**src/rtl/uart_si_pkg.sv**
```systemverilog
// ---------------------------------------------------------------------------
// uart_si_pkg
// Shared definitions for the UART simple-interface sequencer:
//   - register addresses on the UART simple interface (addr/re/we/wd/rd)
//   - bit positions inside the UART control register
//   - sequencer state encoding
//   - helper that builds the control-register word written at init
// ---------------------------------------------------------------------------
package uart_si_pkg;

    // Register map of the UART simple interface
    localparam logic [3:0] UART_CR    = 4'h0;
    localparam logic [3:0] UART_TX_RX = 4'h4;
    localparam logic [3:0] UART_DR    = 4'h8;

    // Control register bit positions
    localparam int CR_TX_EN     = 0;
    localparam int CR_RX_EN     = 1;
    localparam int CR_TX_FULL   = 2;
    localparam int CR_RX_FULL   = 3;
    localparam int CR_TX_LVL_LO = 4;
    localparam int CR_TX_LVL_HI = 5;
    localparam int CR_RX_LVL_LO = 6;
    localparam int CR_RX_LVL_HI = 7;

    // Sequencer states
    typedef enum logic [2:0] {
        S_RST     = 3'd0,
        S_INIT_DR = 3'd1,
        S_INIT_CR = 3'd2,
        S_IDLE    = 3'd3,
        S_POLL    = 3'd4,
        S_WR_TX   = 3'd5,
        S_RD_RX   = 3'd6,
        S_RX_DONE = 3'd7
    } seq_state_t;

    // Control word: both FIFO level fields, status bits written as zero,
    // TX and RX enabled.
    function automatic logic [31:0] cr_word(input logic [1:0] rx_lvl,
                                            input logic [1:0] tx_lvl);
        logic [31:0] w;
        w = 32'h0000_0000;
        w[CR_RX_LVL_HI:CR_RX_LVL_LO] = rx_lvl;
        w[CR_TX_LVL_HI:CR_TX_LVL_LO] = tx_lvl;
        w[CR_TX_EN] = 1'b1;
        w[CR_RX_EN] = 1'b1;
        return w;
    endfunction

endpackage

```
**src/rtl/uart_si_seq.sv**
```systemverilog
// ---------------------------------------------------------------------------
// uart_si_seq
// Owns the UART simple interface and presents a byte stream to the host.
// After reset it writes the divider and control registers, then serves host
// TX bytes (polling tx_full before each write) and host RX read requests,
// alternating between them when both are pending.
//
// Ports:
//   clk, rstn            clock; synchronous active-high reset
//   tx_valid/tx_data     host TX byte (held while tx_valid)
//   tx_ready             one-cycle pulse when the byte is written to the UART
//   rx_req               host RX request level, held until rx_valid
//   rx_valid/rx_data     one-cycle pulse with the byte read from the RX FIFO
//   cfg_reload/cfg_div   request a new divider and a full re-init
//   init_done            high once the UART is programmed
//   addr/re/we/wd/rd     UART simple interface
//
// All SI and handshake outputs are registered copies of the decode of the
// next state, so each output equals the decode of the current state with no
// combinational path from inputs.
// ---------------------------------------------------------------------------
module uart_si_seq
    import uart_si_pkg::*;
#(
    parameter logic [15:0] DIV    = 16'd434,
    parameter logic [1:0]  TX_LVL = 2'b00,
    parameter logic [1:0]  RX_LVL = 2'b00
) (
    input  logic        clk,
    input  logic        rstn,
    input  logic        tx_valid,
    input  logic [7:0]  tx_data,
    output logic        tx_ready,
    input  logic        rx_req,
    output logic        rx_valid,
    output logic [7:0]  rx_data,
    input  logic        cfg_reload,
    input  logic [15:0] cfg_div,
    output logic        init_done,
    output logic [3:0]  addr,
    output logic        re,
    output logic        we,
    output logic [31:0] wd,
    input  logic [31:0] rd
);

    seq_state_t  state_r;
    seq_state_t  state_nxt_s;
    logic [15:0] div_r;
    logic [15:0] div_nxt_s;
    logic        reload_pend_r;
    logic        reload_pend_nxt_s;
    logic        last_rx_r;
    logic        reload_hit_s;

    logic [3:0]  addr_nxt_s;
    logic        re_nxt_s;
    logic        we_nxt_s;
    logic [31:0] wd_nxt_s;
    logic        tx_ready_nxt_s;
    logic        rx_valid_nxt_s;
    logic        init_done_nxt_s;

    // Only rd[7:0] (RX byte) and rd[2] (tx_full) carry information here
    logic        unused_rd_s;
    assign unused_rd_s = ^rd[31:8];

    // A reload pulse is honoured in every state except the reset state
    assign reload_hit_s = cfg_reload && (state_r != S_RST);

    // Next-state logic and host arbitration
    always_comb begin
        state_nxt_s = state_r;
        case (state_r)
            S_RST:     state_nxt_s = S_INIT_DR;
            S_INIT_DR: state_nxt_s = S_INIT_CR;
            S_INIT_CR: state_nxt_s = S_IDLE;
            S_IDLE: begin
                if (reload_pend_r) begin
                    state_nxt_s = S_INIT_DR;
                end else if (rx_req && tx_valid) begin
                    // Alternate so neither stream can starve the other
                    state_nxt_s = last_rx_r ? S_POLL : S_RD_RX;
                end else if (rx_req) begin
                    state_nxt_s = S_RD_RX;
                end else if (tx_valid) begin
                    state_nxt_s = S_POLL;
                end else begin
                    state_nxt_s = S_IDLE;
                end
            end
            S_POLL: begin
                // rd reflects the control register because addr is UART_CR
                if (rd[CR_TX_FULL]) begin
                    state_nxt_s = S_POLL;
                end else begin
                    state_nxt_s = S_WR_TX;
                end
            end
            S_WR_TX:   state_nxt_s = S_IDLE;
            S_RD_RX:   state_nxt_s = S_RX_DONE;
            S_RX_DONE: state_nxt_s = S_IDLE;
            default:   state_nxt_s = S_RST;
        endcase
    end

    // Divider and pending-reload bookkeeping
    always_comb begin
        div_nxt_s         = div_r;
        reload_pend_nxt_s = reload_pend_r;
        if (reload_hit_s) begin
            // A newer pulse overrides any older pending value
            div_nxt_s         = cfg_div;
            reload_pend_nxt_s = 1'b1;
        end else if (state_nxt_s == S_INIT_DR) begin
            reload_pend_nxt_s = 1'b0;
        end else begin
            reload_pend_nxt_s = reload_pend_r;
        end
    end

    // Output decode of the state being entered
    always_comb begin
        addr_nxt_s      = 4'h0;
        re_nxt_s        = 1'b0;
        we_nxt_s        = 1'b0;
        wd_nxt_s        = 32'h0000_0000;
        tx_ready_nxt_s  = 1'b0;
        rx_valid_nxt_s  = 1'b0;
        init_done_nxt_s = 1'b0;
        case (state_nxt_s)
            S_RST: begin
                addr_nxt_s = 4'h0;
            end
            S_INIT_DR: begin
                we_nxt_s   = 1'b1;
                addr_nxt_s = UART_DR;
                wd_nxt_s   = {16'h0000, div_nxt_s};
            end
            S_INIT_CR: begin
                we_nxt_s   = 1'b1;
                addr_nxt_s = UART_CR;
                wd_nxt_s   = cr_word(RX_LVL, TX_LVL);
            end
            S_IDLE, S_POLL: begin
                addr_nxt_s      = UART_CR;
                init_done_nxt_s = 1'b1;
            end
            S_WR_TX: begin
                we_nxt_s        = 1'b1;
                addr_nxt_s      = UART_TX_RX;
                wd_nxt_s        = {24'h000000, tx_data};
                tx_ready_nxt_s  = 1'b1;
                init_done_nxt_s = 1'b1;
            end
            S_RD_RX: begin
                re_nxt_s        = 1'b1;
                addr_nxt_s      = UART_TX_RX;
                init_done_nxt_s = 1'b1;
            end
            S_RX_DONE: begin
                rx_valid_nxt_s  = 1'b1;
                init_done_nxt_s = 1'b1;
            end
            default: begin
                addr_nxt_s = 4'h0;
            end
        endcase
    end

    // State, bookkeeping and registered outputs
    always_ff @(posedge clk) begin
        if (rstn) begin
            state_r       <= S_RST;
            div_r         <= DIV;
            reload_pend_r <= 1'b0;
            last_rx_r     <= 1'b0;
            rx_data       <= 8'h00;
            addr          <= 4'h0;
            re            <= 1'b0;
            we            <= 1'b0;
            wd            <= 32'h0000_0000;
            tx_ready      <= 1'b0;
            rx_valid      <= 1'b0;
            init_done     <= 1'b0;
        end else begin
            state_r       <= state_nxt_s;
            div_r         <= div_nxt_s;
            reload_pend_r <= reload_pend_nxt_s;
            if (state_r == S_WR_TX) begin
                last_rx_r <= 1'b0;
            end else if (state_r == S_RD_RX) begin
                last_rx_r <= 1'b1;
            end else begin
                last_rx_r <= last_rx_r;
            end
            // re pops the FIFO this cycle; capture the head it exposes
            if (state_r == S_RD_RX) begin
                rx_data <= rd[7:0];
            end else begin
                rx_data <= rx_data;
            end
            addr      <= addr_nxt_s;
            re        <= re_nxt_s;
            we        <= we_nxt_s;
            wd        <= wd_nxt_s;
            tx_ready  <= tx_ready_nxt_s;
            rx_valid  <= rx_valid_nxt_s;
            init_done <= init_done_nxt_s;
        end
    end

endmodule

```
**config.mk**
```make
export PLATFORM = sky130hd
export DESIGN_NAME = uart_si_seq
export DESIGN_NICKNAME = d
export VERILOG_FILES = /design/src/rtl/uart_si_pkg.sv /design/src/rtl/uart_si_seq.sv
export SDC_FILE = /design/constraint.sdc
export NUM_CORES = 1
export LEC_CHECK = 0
export BUFFER_PORTS_ARGS = -buffer_cell sky130_fd_sc_hd__buf_2
export CAP_MARGIN = 15
export CORE_ASPECT_RATIO = 1.75
export CORE_MARGIN = 2
export CORE_UTILIZATION = 42
export CTS_BUF_LIST = sky130_fd_sc_hd__clkbuf_8
export CTS_CLUSTER_SIZE = 12
export DETAILED_ROUTE_END_ITERATION = 6
export PLACE_DENSITY = 0.8
export SLEW_MARGIN = 20
export SYNTH_ARGS = -nofsm -noshare
export SYNTH_HDL_FRONTEND = slang
export SYNTH_SLANG_ARGS = --single-unit
```
**constraint.sdc**
```tcl
create_clock -name clk -period 1.8 [get_ports clk]
set_clock_uncertainty 0.2 [all_clocks]
set_input_delay 0.45 -clock clk [delete_from_list [all_inputs] [get_ports clk]]
set_output_delay 0.45 -clock clk [all_outputs]
set_load 0.01 [all_outputs]
```
==> metrics, run 1 <==
register bit total from synthesis 52; Commonest cells post-synth dfxtp_1, nand2_1, a21oi_1, buf_4, nor2_1; final wirelength 4.65 mm; xor/xnor share of the synthesized area 0%; total clock buffers created by CTS 5; drt drc 0; FP Rows 33; RSZ-0062 raised after global routing true; Tmin final 1800 ps; Die Wd 57.0 µm; Die ar. 5510 µm²; count of final hold-check violations 0; Yosys top cell area share 50.5%; period utilization 100%; clock tree buffer depth 2; complex-gate fraction of the synthesized area 14.0%; DP Worst Slack -174 ps; largest family of logic cells by synthesized area simple AND/OR/NAND/NOR gates; antenna violations before repair 0; mux cell area share after synthesis 3.89%; via count 1763; Area after DPL 2540 µm²; ys flop type dfxtp_1; Synth Instances 215; Sink Count 52; pwr dens 1190 nW/µm²; vias in the first global route 1644; CTS tree yes; Worst setup EP type flop; Final Setup Violations 0; Die Ht 96.7 µm; FILL cells 399; largest net degree at the start of global routing 27; sequential fraction of the synthesis area 50.5%; Syn Std Cell Area 2060 µm²; insertion delay to the later sink of the worst-skew pair 310 ps; # IOs 110; total core area 4710 µm²; utilization after layout 62.5%; Avg Synthesized Cell Area 9.58 µm²; Post-Synth Adder-Cell Area 0%; most common cell in the synthesized netlist dfxtp_1; status complete, no violations; Simple-Gate Fraction of Synth Area 21.4%; startpoint types flop; WL/cell 12.9 µm; Worst-path clk slew 100 ps; Final WS setup 0.239 ps; Hold Crit Class primary input to flop; first-pass GRT wire length 7.11 mm; H-tree levels 2; post-synth top area cell dfxtp_1; Post-synth EDFFs 0; Initial Util 43.8%; ANT cells 0; final instance area 2940 µm²; Critical Path RT 1810 ps; 1st-pass router iterations 5; final antenna-violating net count 0; hold_buf cts 0; vias per std cell 4.88; Max VDD drop 0.786 mV; share of layout cells above drive strength 1 46.0%; share of synthesized flip-flops with an asynchronous set or reset 0%; top cells by area, synth dfxtp_1, buf_4, nand2_1; hold slack 180 ps; Max Slew Vio Count 0; Total GRT Usage 16.4%; post-DP HPWL 3.11 mm; CTS root buf clkbuf_8; GPL Wtd Cong 0.854; Congestion Overflow GR 0; CP arrival 1810 ps; Netlist cell types 33; max_cap viols 0; final-stage net count 369; Fmax achieved 556 MHz; Initial DRC Count 47; layout overhead on the synthesized area 42.7%; IO Port Bufs 67; CP Max Fanout 6; Crit Path Class flop to flop; Synth warnings 0; Leakage Power 1.31 nW
==> cells in the final DEF (no fill, tap or decap), types with 2 or more instances in the layout <==
cell type	Yosys	final
buf_4	19	20
a21oi_1	19	18
conb_1	1	18
a41oi_1	2	2
nand3_1	7	7
mux2i_2	0	3
a2111oi_2	6	2
nor2_2	0	3
buf_2	3	67
nand2_1	32	31
a2111oi_4	0	4
clkbuf_8	0	5
mux2i_1	8	5
buf_6	2	7
nand2b_1	6	5
nor2_1	17	13
dfxtp_1	52	48
nor3_1	4	3
dfxtp_2	0	3
and2b_2	0	2
buf_12	0	3
nor2b_1	11	10
nor2_4	1	2
==> layer usage <==
layer | up-vias | GRT usage [%] | wire [µm]
met3 | 12 | 3.48 | 235
met2 | 58 | 28.8 | 2570
met1 | 820 | 17.4 | 1700
met4 | 0 | 9.48 | 138
met5 | - | 0 | 0
li1 | 873 | - | -
==> area by class of cell <==
type,instances,area [µm²],area share (%)
Sequential cell,52,1050,35.7
Multi-Input combinational cell,149,1030,35.1
Timing Repair Buffer,99,677,23.0
Clock buffer,5,68.8,2.34
Tap cell,52,65.1,2.21
Clock inverter,3,46.3,1.57
Inverter,1,3.75,0.128
==> where the power goes <==
| group | internal (mW) | switching [mW] |
|---|---|---|
| combinational | 0.678 | 0.673 |
| sequential | 1.30 | 0.0461 |
| clock | 0.419 | 0.399 |
| total | 2.39 | 1.12 |
==> worst paths after layout <==
kind | from | endpoint | slack (ps) | cells after the start
worst max-delay path | state_r[1]$_SDFF_PP0_ | wd[4]$_SDFF_PP0_ | 0.2 | 5
worst min-delay path | cfg_div[9] | div_r[9]$_SDFF_PP0_ | 180 | 3
worst max register to register | state_r[1]$_SDFF_PP0_ | wd[4]$_SDFF_PP0_ | 0.2 | 5
worst min register to register | rx_data[1]$_SDFFE_PP0N_ | rx_data[1]$_SDFFE_PP0N_ | 260 | 2
==> per-stage QoR <==
| stage | power (mW) | setup TNS [ps] | std cells |
|---|---|---|---|
| detailed placement | 2.36 | -1140 | 345 |
| finish | 3.51 | 0 | 361 |
| floorplan | 1.99 | 0 | 232 |
| global placement | 2.34 | -981 | 345 |
| global route | 3.70 | -528 | 361 |
| CTS | 3.33 | 0 | 355 |
==> state kept, by name, summed over array words and instances, names as in the netlist <==
name           cells
wd                16
rx_valid           1
addr               2
last_rx_r          1
tx_ready           1
rx_data            8
reload_pend_r      1
init_done          1
state_r            3
re                 1
we                 1
div_r             16
==> worst max-delay path, cell delays in order, from the launching register on <==
cell       delay [ps]
dfxtp_2           340
buf_4             140
o31a_1            340
buf_12            160
mux2i_2           180
a2111oi_4         350
==> timing repair <==
item / 4_1_cts / 5_1_grt
setup endpoints to repair: 8 / 16
gates resized for setup: 12 / 29
gates cloned: 1 / 1
buffers inserted: 3 / 5
pin swaps: 3 / 4
==> kinds of logic after synthesis <==
family | count (synthesis)
muxes | 8
AOI/OAI and AO/OA | 35
other | 1
buffers and inverters | 31
and+or+nand+nor | 88
DFF | 52
(Power assumes the default switching activity.)
==> run 2: changes to the inputs <==
- CORE_UTILIZATION: 42 -> 50
- PLACE_DENSITY: 0.8 -> 0.89
- clock period: 1.8 -> 2.3 ns (I/O delays scaled with it)
==> metrics, run 2 (same netlist as run 1, synthesis figures left out) <==
CP Max Fanout 11 (+5); Sink Count 52 (unchanged); Total GRT Usage 18.2% (+1.8 points); CTS root buf clkbuf_8; hold_buf cts 0 (unchanged); Cell Int Power 1.61 mW (-33%); Flop pwr share 45.4% (+7.2 points); Initial Util 52.8% (+9.0 points); Die ar. 4670 µm² (-15%); Reg2Reg Depth 5 (unchanged); Tmin final 2060 ps (+258 ps); Die Wd 52.5 µm (-7.8%); r2r setup slk 240 ps (+240 ps); pwr dens 933 nW/µm² (-22%); clock share of power 26.4% (+3.1 points); Logic pwr share 28.2% (-10 points); Leakage Power 1.14 nW (-13%); utilization after layout 64.1% (+1.6 points); # IOs 110 (unchanged); Reg-to-Reg Start state_r[0]$_SDFF_PP0_; Worst Hold Launch rx_data[3]$_SDFFE_PP0N_; period utilization 89.5% (-11 points); startpoint types flop; first-pass GRT wire length 6.35 mm (-11%); Final Setup Violations 0 (unchanged); FP Rows 30 (-9.1%); share of layout cells above drive strength 1 33.7% (-12 points); commonest non-fill, non-tap cell in the layout buf_2; Congestion Overflow GR 0 (unchanged); count of final hold-check violations 0 (unchanged); insertion delay to the later sink of the worst-skew pair 300 ps (about the same); RSZ-0062 raised after global routing false; clock tree buffer depth 2 (unchanged); post-DP HPWL 2.93 mm (-5.6%); WL/cell 12.1 µm (-6.4%); RR Endpoint wd[4]$_SDFF_PP0_; drt drc 0 (unchanged); switching part of the total 31.0% (-0.84 points); Max VDD drop 0.583 mV (-26%); Crit Path Class flop to flop; 1st-pass router iterations 4 (-1); Initial DRC Count 31 (-34%); commonest non-fill, non-tap cells in the layout buf_2, dfxtp_1, nand2_1; GPL Wtd Cong 0.846 (-0.94%); Min-Delay Path Depth 2 (-1); final-stage net count 345 (-6.5%); Max Slew Vio Count 0 (unchanged); slew margin rel. 55.4%; via count 1613 (-8.5%); total core area 3900 µm² (-17%); IO Port Bufs 67 (unchanged); Worst setup EP type flop; final wirelength 4.01 mm (-14%); Critical Path RT 2300 ps (+490 ps); post_cts resized 0 (-12); NetSw 0.723 mW (-35%); vias in the first global route 1561 (-5.0%); Die Ht 88.9 µm (-8.0%); vias per std cell 4.84 (-0.82%); Fin Setup TNS 0 ps (unchanged); ANT cells 0 (unchanged); antenna violations before repair 0 (unchanged); Hold Crit Class flop to flop; status complete, no violations; CP arrival 2050 ps (+240 ps); worst hold endpoint rx_data[3]$_SDFFE_PP0N_; Worst-path clk slew 90 ps (about the same); CTS tree yes; Fmax achieved 486 MHz (-13%); biggest regs div_r (16), wd (16), rx_data (8); final antenna-violating net count 0 (unchanged); max_cap viols 0 (unchanged); layout overhead on the synthesized area 21.4%; Post CTS Setup Buffer Count 0 (-3); largest net degree at the start of global routing 39 (+44%); H-tree levels 2 (unchanged); worst slew pin tran 670 ps; total clock buffers created by CTS 5 (unchanged)
run 2: changes by cell type in the layout (fill, tap and decap cells not counted), sizes merged:
cell,previous run,this run
clkinv,0,1
clkbuf,6,5
buf,98,75
inv,2,1
run 2: routing by layer:
| metal | vias up | GRT usage, % | share of wire (%) |
|---|---|---|---|
| met3 | 5 | 4.18 | 5.0 |
| met4 | 0 | 12.4 | 2.2 |
| met2 | 45 | 31.5 | 54 |
| met5 | - | 0 | 0 |
| met1 | 738 | 19.1 | 38 |
| li1 | 825 | - | - |
run 2: layout make-up:
class	count	area, µm²
flip-flops and latches	52	1040
clock buffers	5	68.8
fillers	346	1400
clock inverters	3	42.5
repair buffers	75	408
well taps	48	60.1
inverters	1	3.75
multi-input cells	149	877
run 2: metrics by stage:
step	hold slack (ps)	std cells	power (mW)	worst slack [ps]	area (µm²)
floorplan	234	232	1.56	390	2120
global placement	240	325	1.72	174	2390
detailed placement	244	325	1.74	120	2390
CTS	257	333	2.36	224	2500
global route	274	333	2.46	12.3	2500
finish	255	333	2.33	242	2500
run 2: worst max-delay path by stage:
stage / from / end / slack, ps / depth (start not counted)
2_1_floorplan: rstn / state_r[1]$_SDFF_PP0_ / 390 / 4
3_3_place_gp: rx_req / wd[3]$_SDFF_PP0_ / 170 / 6
3_5_place_dp: rx_req / wd[4]$_SDFF_PP0_ / 120 / 6
4_1_cts: state_r[0]$_SDFF_PP0_ / wd[4]$_SDFF_PP0_ / 220 / 5
5_1_grt: state_r[0]$_SDFF_PP0_ / wd[4]$_SDFF_PP0_ / 10 / 5
6_report: state_r[0]$_SDFF_PP0_ / wd[4]$_SDFF_PP0_ / 240 / 5
run 2: critical path, stage by stage, from the launching register on:
cell	delay (ps)
dfxtp_1	440
and2b_1	360
a21boi_1	200
o32a_2	310
nand2_4	140
a2111oi_2	310
run 2: power by group through the flow:
stage               clock network, mW  logic (mW)  registers, mW
floorplan                           0       0.459           1.10
global placement                    0       0.648           1.08
detailed placement                  0       0.663           1.08
CTS                             0.632       0.667           1.06
global route                    0.662       0.732           1.07
finish                          0.616       0.659           1.06
